File: config.mk
export PLATFORM = sky130hd
export DESIGN_NAME = fetch_ctrl
export DESIGN_NICKNAME = d
export VERILOG_FILES = /design/src/rtl/fetch_pkg.sv /design/src/rtl/fetch_buf.sv /design/src/rtl/fetch_ctrl.sv
export SDC_FILE = /design/constraint.sdc
export NUM_CORES = 1
export LEC_CHECK = 0
export ABC_AREA = 1
export CAP_MARGIN = 15
export CELL_PAD_IN_SITES_DETAIL_PLACEMENT = 1
export CELL_PAD_IN_SITES_GLOBAL_PLACEMENT = 2
export CORE_MARGIN = 4
export CORE_UTILIZATION = 21
export CTS_CLUSTER_SIZE = 14
export DETAILED_ROUTE_END_ITERATION = 6
export GPL_ROUTABILITY_DRIVEN = 0
export PLACE_DENSITY_LB_ADDON = 0.08
export SLEW_MARGIN = 0
export SYNTH_ARGS = -nofsm -noshare
export SYNTH_HDL_FRONTEND = slang
export SYNTH_SLANG_ARGS = --single-unit
File: constraint.sdc
create_clock -name clock -period 1.7 [get_ports clock]
set_input_delay 0.34 -clock clock [delete_from_list [all_inputs] [get_ports clock]]
set_output_delay 0.34 -clock clock [all_outputs]
set_load 0.02 [all_outputs]
File: src/rtl/fetch_pkg.sv
// Shared types and sizing for the instruction fetch controller.
// Buffer depth follows FETCH_CTRL_PREFETCH_EN: two entries when defined, one otherwise.
package fetch_pkg;

  typedef enum logic [1:0] {
    IDLE,
    REQ,
    WAIT,
    CAPTURE
  } state_t;

`ifdef FETCH_CTRL_PREFETCH_EN
  localparam int DEPTH = 2;
`else
  localparam int DEPTH = 1;
`endif

  localparam int CNT_W = $clog2(DEPTH + 1);
  // Wide enough for MEM_LAT up to 15.
  localparam int LAT_W = 4;

endpackage

File: src/rtl/fetch_buf.sv
// DEPTH-entry FIFO of {pc, instr}; push/pop in one cycle both apply, flush empties it.
// Head is presented combinationally from entry 0 and reads as zero when empty.
module fetch_buf
  import fetch_pkg::*;
#(
  parameter int ADDR_W = 8,
  parameter int DATA_W = 8
) (
  input  logic              clock,
  input  logic              reset_n,
  input  logic              push,
  input  logic [ADDR_W-1:0] push_pc,
  input  logic [DATA_W-1:0] push_instr,
  input  logic              pop,
  input  logic              flush,
  output logic [ADDR_W-1:0] head_pc,
  output logic [DATA_W-1:0] head_instr,
  output logic [CNT_W-1:0]  count,
  output logic              empty,
  output logic              full
);

  logic [ADDR_W-1:0] pc_q    [DEPTH];
  logic [ADDR_W-1:0] pc_d    [DEPTH];
  logic [DATA_W-1:0] instr_q [DEPTH];
  logic [DATA_W-1:0] instr_d [DEPTH];
  logic [CNT_W-1:0]  cnt_q, cnt_d, base;

  always_comb begin
    pc_d    = pc_q;
    instr_d = instr_q;
    base    = cnt_q;
    cnt_d   = cnt_q;
    // Pop shifts entries toward the head so the write slot is simply the post-pop count.
    if (pop && (cnt_q != '0)) begin
      for (int i = 0; i < DEPTH - 1; i++) begin
        pc_d[i]    = pc_q[i+1];
        instr_d[i] = instr_q[i+1];
      end
      base = cnt_q - CNT_W'(1);
    end
    cnt_d = base;
    if (push) begin
      for (int i = 0; i < DEPTH; i++) begin
        if (base == CNT_W'(i)) begin
          pc_d[i]    = push_pc;
          instr_d[i] = push_instr;
        end
      end
      cnt_d = base + CNT_W'(1);
    end
    if (flush) begin
      cnt_d = '0;
    end
  end

  always_ff @(posedge clock) begin
    if (!reset_n) begin
      cnt_q   <= '0;
      pc_q    <= '{default: '0};
      instr_q <= '{default: '0};
    end else begin
      cnt_q   <= cnt_d;
      pc_q    <= pc_d;
      instr_q <= instr_d;
    end
  end

  assign count      = cnt_q;
  assign empty      = (cnt_q == '0);
  assign full       = (cnt_q == CNT_W'(DEPTH));
  assign head_pc    = empty ? '0 : pc_q[0];
  assign head_instr = empty ? '0 : instr_q[0];

endmodule

File: src/rtl/fetch_ctrl.sv
// Instruction fetch FSM: one read per MEM_LAT+2 cycles into a small buffer drained by valid/ready.
// Consumer stall stops new requests once buffer+in-flight reaches depth (FETCH_CTRL_PREFETCH_EN sets depth 2).
module fetch_ctrl
  import fetch_pkg::*;
#(
  parameter int                ADDR_W   = 8,
  parameter int                DATA_W   = 8,
  parameter logic [ADDR_W-1:0] RESET_PC = '0,
  parameter int                MEM_LAT  = 1
) (
  input  logic              clock,
  input  logic              reset_n,
  output logic [ADDR_W-1:0] address,
  input  logic [DATA_W-1:0] from_mem,
  output logic [DATA_W-1:0] to_mem,
  output logic              mem_clock,
  output logic              mem_write,
  output logic [DATA_W-1:0] instr,
  output logic [ADDR_W-1:0] instr_pc,
  output logic              instr_valid,
  input  logic              instr_ready,
  input  logic              redirect,
  input  logic [ADDR_W-1:0] redirect_pc,
  input  logic              halt,
  output logic [ADDR_W-1:0] pc
);

  state_t            state_q, state_d;
  logic [ADDR_W-1:0] pc_q, pc_d;
  logic [LAT_W-1:0]  lat_q, lat_d;
  logic              push, pop, flush, can_req;
  logic [CNT_W-1:0]  buf_count, occ;
  logic              buf_empty, buf_full;

  assign pop = instr_valid & instr_ready;
  // Only evaluated in IDLE/CAPTURE, where nothing is in flight; count this cycle's pop as already gone.
  assign occ     = buf_count - CNT_W'(pop);
  assign can_req = !halt && (occ < CNT_W'(DEPTH));

  always_comb begin
    state_d = state_q;
    pc_d    = pc_q;
    lat_d   = lat_q;
    push    = 1'b0;
    flush   = 1'b0;
    if (redirect) begin
      flush   = 1'b1;
      pc_d    = redirect_pc;
      state_d = halt ? IDLE : REQ;
    end else begin
      unique case (state_q)
        IDLE:    if (can_req) state_d = REQ;
        REQ: begin
          state_d = WAIT;
          lat_d   = LAT_W'(MEM_LAT - 1);
        end
        WAIT: begin
          if (lat_q == '0) begin
            push    = 1'b1;
            pc_d    = pc_q + ADDR_W'(1);
            state_d = CAPTURE;
          end else begin
            lat_d = lat_q - LAT_W'(1);
          end
        end
        CAPTURE: state_d = can_req ? REQ : IDLE;
        default: state_d = IDLE;
      endcase
    end
  end

  always_ff @(posedge clock) begin
    if (!reset_n) begin
      state_q <= IDLE;
      pc_q    <= RESET_PC;
      lat_q   <= '0;
    end else begin
      state_q <= state_d;
      pc_q    <= pc_d;
      lat_q   <= lat_d;
      assert (!(push && buf_full && !pop));
    end
  end

  fetch_buf #(
    .ADDR_W(ADDR_W),
    .DATA_W(DATA_W)
  ) u_buf (
    .clock      (clock),
    .reset_n    (reset_n),
    .push       (push),
    .push_pc    (pc_q),
    .push_instr (from_mem),
    .pop        (pop),
    .flush      (flush),
    .head_pc    (instr_pc),
    .head_instr (instr),
    .count      (buf_count),
    .empty      (buf_empty),
    .full       (buf_full)
  );

  assign address     = pc_q;
  assign pc          = pc_q;
  assign mem_clock   = (state_q == REQ);
  assign mem_write   = 1'b0;
  assign to_mem      = '0;
  assign instr_valid = !buf_empty;

endmodule

== Yosys cells after proc, flatten, opt, wreduce, memory -nomap -nowiden ==
Cells that the tools add are included.

* Register bits after elaboration: 31
* Latch bits: 0
* Memory bits (writable): 0
* Memory bits (read-only): 0
* Input port bits: 21
* Output and inout port bits: 43
* Word-level logic and storage cells: 54
* Memories kept: 0

* Add/subtract/negate cells: 5
* Multipliers: 0
* Div/mod/pow operators: 0
* Order comparisons: 1
* Equal/unequal tests: 6
* Shifts and indexed selects: 0
* Muxes and demuxes: 19
* Bitwise operators: 4
* Reductions and logical operators: 13

{| class="wikitable"
|+ Operator list
! kind !! count
|-
| 2-to-1 mux 8 bit || 5
|-
| adder 8 x 1 -> 8 bit (second input constant) || 1
|-
| 2-to-1 mux 1 bit || 8
|-
| one-hot mux 2 bit (4 select lines) || 1
|-
| one-hot mux 4 bit (2 select lines) || 1
|-
| 2-to-1 mux 2 bit || 3
|-
| != test 3 bit (second input constant) || 2
|-
| AND reduction 2 bit || 3
|-
| nonzero test 2 bit || 3
|-
| equality test 2 bit (second input constant) || 2
|-
| zero test 4 bit || 1
|-
| 2-to-1 mux 4 bit || 1
|-
| subtractor 4 x 1 -> 4 bit (second input constant) || 1
|-
| NOT 1 bit || 3
|-
| AND reduction 3 bit || 1
|-
| equality test 2 x 1 -> 1 bit (second input constant) || 1
|-
| logical AND 1 bit || 2
|-
| zero test 2 bit || 1
|-
| != test 2 bit (second input constant) || 1
|-
| OR reduction 2 bit || 1
|-
| adder 1 bit (second input constant) || 1
|-
| AND 1 bit || 1
|-
| zero test 1 bit || 1
|-
| less-than comparator 1 bit (second input constant) || 1
|-
| other kinds (2) || 2
|}

== Depth between registers and ports, before layout ==
Gate-level depths: netlist of run 1.

* Depth in word-level cells: 7
* Mapped depth: 10

== By module ==
Synthesis of run 1 repeated with hierarchy kept, for this count alone.

* Cell total of the unflattened synthesis: 297
* Area, all modules: 1943.1 um^2

{| class="wikitable"
|+ Modules (own cells, without submodules)
! module !! instances !! cells an instance !! area each (um^2)
|-
| fetch_ctrl || 1 || 156 || 1078.5
|-
| fetch_buf || 1 || 141 || 864.6
|}

== Worst setup path before layout of run 1 ==
Ideal clock, no wire load.

* Path kind: register to register
* Start point: register state_q[0]
* End point: register u_buf.instr_q[5] (netlist bit)
* Arrival time: 1.635 ns
* Required time: 1.635 ns
* Slack: 0.000 ns
* Cell stages (with the launch flop): 9
* Buffers on the path: 1
* Period minus slack after synthesis: 1.700 ns
* Cell sequence: dfxtp_1 inv_1 ha_1 nand3_4 nor2_4 ha_1 clkbuf_1 o21ai_0 nor2_1

* Word-level cells in the longest chain between the ends: 4

{| class="wikitable"
|+ Ends and longest elaborated chain
! element !! line !! text
|-
| start, declared || fetch_ctrl.sv:28 || <nowiki>state_t state_q, state_d;</nowiki>
|-
| start signal, assigned || fetch_ctrl.sv:78 || <nowiki>state_q <= state_d;</nowiki>
|-
| equality test 2 bit || fetch_ctrl.sv:51 || <nowiki>unique case (state_q)</nowiki>
|-
| 2-to-1 mux 1 bit || fetch_ctrl.sv:51 ||
|-
| 2-to-1 mux 1 bit || fetch_ctrl.sv:46 || <nowiki>if (redirect) begin</nowiki>
|-
| AND reduction 2 bit (no line) || n/a ||
|-
| end signal, assigned || fetch_buf.sv:65 || <nowiki>instr_q <= instr_d;</nowiki>
|-
| end, declared || fetch_buf.sv:25 || <nowiki>logic [DATA_W-1:0] instr_q [DEPTH];</nowiki>
|}

Every way passes these cells.
A chain may end at the register's enable or synchronous reset.

== Worst setup path after layout of run 1 ==
* Start point: register pc_q[1], in the netlist address[1]
* End point: output pc[1]

{| class="wikitable"
|+ RTL lines
! element !! line !! text
|-
| start, declared || fetch_ctrl.sv:29 || <nowiki>logic [ADDR_W-1:0] pc_q, pc_d;</nowiki>
|-
| start signal, assigned || fetch_ctrl.sv:79 || <nowiki>pc_q <= pc_d;</nowiki>
|-
| end, declared || fetch_ctrl.sv:25 || <nowiki>output logic [ADDR_W-1:0] pc</nowiki>
|}

No word-level cell between the ends.

==> results of run 1 <==
-- timing repair --
action	CTS	global route
endpoints found under the setup margin	20	19
resized for setup	20	8
hold endpoints to repair	0	0
buffers inserted	0	0
-- layer usage --
metal,up-vias,share of wire [%],global-route usage (%)
li1,963,-,-
met4,0,1.0,3.68
met3,5,4.6,2.55
met5,-,0,0
met1,811,49,14.6
met2,31,45,17.8
-- path summary, 6_finish.rpt --
check	start	to	slack (ps)	cells past startpoint
max	address[1]	pc[1]	60	1
min	u_buf.instr_q[7]	u_buf.instr_q[7]	500	2
max reg2reg	state_q[0]	u_buf.instr_q[1]	180	9
min reg2reg	u_buf.instr_q[7]	u_buf.instr_q[7]	500	2
-- flip-flops by register name, summed over array words and instances (netlist names) --
register       cells
address            8
u_buf.instr_q      8
u_buf.pc_q         8
lat_q              4
state_q            2
u_buf.count        1
-- worst register-to-register path: stages, from the launching register on --
cell and delay [ps]:
sky130_fd_sc_hd__dfxtp_1 310, sky130_fd_sc_hd__inv_1 110, sky130_fd_sc_hd__ha_2 220, sky130_fd_sc_hd__nand3_4 100
sky130_fd_sc_hd__nor2_4 130, sky130_fd_sc_hd__ha_4 160, sky130_fd_sc_hd__clkinv_1 70, sky130_fd_sc_hd__buf_4 170
sky130_fd_sc_hd__nor2_1 100, sky130_fd_sc_hd__nor2_1 50
-- stage by stage --
stage / power, uW / cells / instance area [um^2] / util [%]
6_report: 1940 / 448 / 2700 / 32.3
5_1_grt: 2070 / 448 / 2700 / 32.3
4_1_cts: 1990 / 448 / 2670 / 32.0
3_5_place_dp: 1190 / 440 / 2580 / 30.9
3_3_place_gp: 1190 / 440 / 2580 / 30.9
2_1_floorplan: 1030 / 281 / 1860 / -
-- power breakdown --
part	switching, uW	total [uW]	internal [uW]
Clock	302	777	475
Sequential	23.7	782	759
Combinational	205	382	178
-- layout make-up --
| type | count | share of cell area, % |
|---|---|---|
| multi-input combinational | 184 | 34.4 |
| timing repair buffer | 81 | 27.9 |
| sequential | 31 | 23.1 |
| inverter | 39 | 5.43 |
| tap | 105 | 4.87 |
| clock buffer | 6 | 3.06 |
| clock inverter | 2 | 1.30 |
-- cells in the final DEF, fill, tap and decap left out, types with 6 or more instances in the layout --
master                             n
sky130_fd_sc_hd__clkdlybuf4s50_1  33
sky130_fd_sc_hd__nand2_1          63
sky130_fd_sc_hd__dlygate4sd2_1    19
sky130_fd_sc_hd__conb_1            9
sky130_fd_sc_hd__ha_1              6
sky130_fd_sc_hd__buf_4            24
sky130_fd_sc_hd__inv_1            35
sky130_fd_sc_hd__dfxtp_1          30
sky130_fd_sc_hd__clkbuf_8          6
sky130_fd_sc_hd__o21ai_0          21
sky130_fd_sc_hd__a21oi_1          17
sky130_fd_sc_hd__nand3_1          19
sky130_fd_sc_hd__nor2_1           30
-- cells by family (layout without fill, tap and decap cells) --
family	count (synthesis)	count (layout)
other cells	1	9
fa+ha+maj	9	9
flops	31	31
simple gates	123	123
compound gates	41	41
xor+xnor	2	2
buf+inv	66	128
==> results.txt, run 1 <==
Relative to the synthesized area, the layout overhead comes to 47.6%. Based on the critical path, the design can be clocked at up to 611 MHz. For the finished layout, the period the worst path requires is 1640 ps.

The mux share of post-synthesis cell area was 0%; the fraction of layout cells with a size suffix above 1 was 14.6%. For this design the top-level I/O count stands at 64. The tools report the final antenna diode count as 0. STA puts the critical path data arrival time at 1300 ps. The floorplan has 33 rows. The synthesized cell area is 0.00183 mm^2, and the number of nets still failing antenna checks after routing is 0. For the number of levels in the clock H-tree, the log shows 2.

The synthesized netlist devotes 11.7% of its cell area to compound gates. STA puts the critical path data required time at 1360 ps. The largest area contributor in the synthesized netlist is sky130_fd_sc_hd__dfxtp_1. In the synthesized netlist, the cells that appear most often are sky130_fd_sc_hd__nand2_1, sky130_fd_sc_hd__inv_1, sky130_fd_sc_hd__dfxtp_1.

The netlist uses 28 different library cells. Buffers placed on the I/O ports in this run total 54. The clock passes through at most 2 buffers.

The most numerous cell in the Yosys netlist is sky130_fd_sc_hd__nand2_1. TritonCTS built the clock tree. The later pin in the worst-skew pair is clocked with a latency of 280 ps. Entering global routing, the biggest net connects 19 pins. For the residual DRC count, the log shows 0.

The slowest stage of the critical path is the sky130_fd_sc_hd__clkdlybuf4s50_1 cell. The main combinational cell family by area after synthesis is simple AND/OR/NAND/NOR gates. CTS saw 31 sinks.

The power density over cell area works out to 720 mW/mm^2. The clock-pin slew on the worst setup and hold paths works out to 70 ps. Detailed placement finished with a half-perimeter wire length of 4200 um. The critical path in this run is classified as flop to output pin.

Top flip-flop cell by instance count after synthesis: sky130_fd_sc_hd__dfxtp_1. The routed design has 5400 um of wire. TritonCTS created 5 clock buffers. The tools report the sum of negative setup slack as 0 ps. The flow ran to the end, and the final reports show no timing, DRC or antenna violations. Summed over its instances, the top area cell type makes up 34.0% of the synthesized netlist area.

The number of hold-slack violations in the final timing report was 0; the final hold slack was 505 ps. The delay of the slowest cell on the worst path is 630 ps, and the synthesis warning total is 0. The tools report the number of antenna violations at the first check in global routing as 0.

After the first detailed-routing iteration, the DRC count stood at 54. The simple-gate share of the synthesized area is 29.1%. The family with the most delay on the worst path is buffers and inverters. The number of flip-flops and latches in the synthesized netlist came out at 31. Of all flip-flops after synthesis, the portion carrying an async set or reset was 0%.

Ranked by total cell area, the synthesized netlist is headed by sky130_fd_sc_hd__dfxtp_1, sky130_fd_sc_hd__nand2_1, sky130_fd_sc_hd__buf_4. At the placement stage, the worst setup path has a slack of -52.1 ps. The post-cts hold buffer count was 0. The via count of the first global-routing pass is 1803. The tools report the starting density of the core as 21.9%. The signal on the critical path passes through clkdlybuf4s50_1.

The run gives 0 as the count of final max-slew check failures. After global routing the overflow that remains totals 0. At the end of the flow, the number of nets in the layout was 372. Across all layers, the routed design uses 1810 vias.

Max-cap violations in this run came to 0. The die boundary height was 101 um. In this run the clock root is driven by a sky130_fd_sc_hd__clkbuf_8.

After layout, the worst path uses 96.2% of the clock period. After floorplanning, the core was sized to cover 0.00834 mm^2. Global routing used 11.1% of the available tracks across all layers. Measured along the x axis, the die boundary spans 101 um. The post-synthesis share of cell area spent on full adders, half adders and majority gates came out at 6.17%. The final worst slack is 64.5 ps, and the leakage component of the power is 0.00137 uW. Each instance of the synthesized netlist takes up on average 6.69 um^2. Setup violations remaining at the end of the flow were counted as 0. Worst path buffer plus inverter count: 1. For the sequential share of the synthesized area, the log shows 34.0%.

The class of the tightest hold or removal check is flop to flop. Clock skew on the completed layout was measured at 2.64 ps. The run gives 927 um^2 as the footprint of the multi-input gates. The synthesized design contains 0 enable-type register cells. After filler insertion, the fill cell instance count of the layout stands at 1053. Summing all flip-flop and latch instances after layout gives 622 um^2. The worst-case IR drop observed on VDD is 0.000309 V. The die covers 0.0102 mm^2. The endpoint type of the worst setup path is an output pin. In this run the worst path has a maximum fanout of 3. The cell count after synthesis came out at 273.

Number of detailed-routing iterations run before antenna repair: 4. The xor and xnor fraction of the mapped netlist area was 0.960%. Setup repair after global routing left no endpoint under its margin.

The first global-routing pass estimated 8970 um of wire. Dividing the detail-routed wire length by the instance count gives 12.1 um. The worst setup path is launched from a flop. Average via count per standard cell: 4.04.
No activity file was read; power rests on OpenSTA's default activity.
==> run 2: changes to the inputs <==
--- a/config.mk
+++ b/config.mk
@@ -11,6 +11,7 @@
 export CELL_PAD_IN_SITES_GLOBAL_PLACEMENT = 2
 export CORE_MARGIN = 4
 export CORE_UTILIZATION = 21
+export CTS_CLUSTER_DIAMETER = 80
 export CTS_CLUSTER_SIZE = 14
 export DETAILED_ROUTE_END_ITERATION = 6
 export GPL_ROUTABILITY_DRIVEN = 0
==> results of run 2 <==
The final DEF is identical to that of run 1; final timing and power are the same.
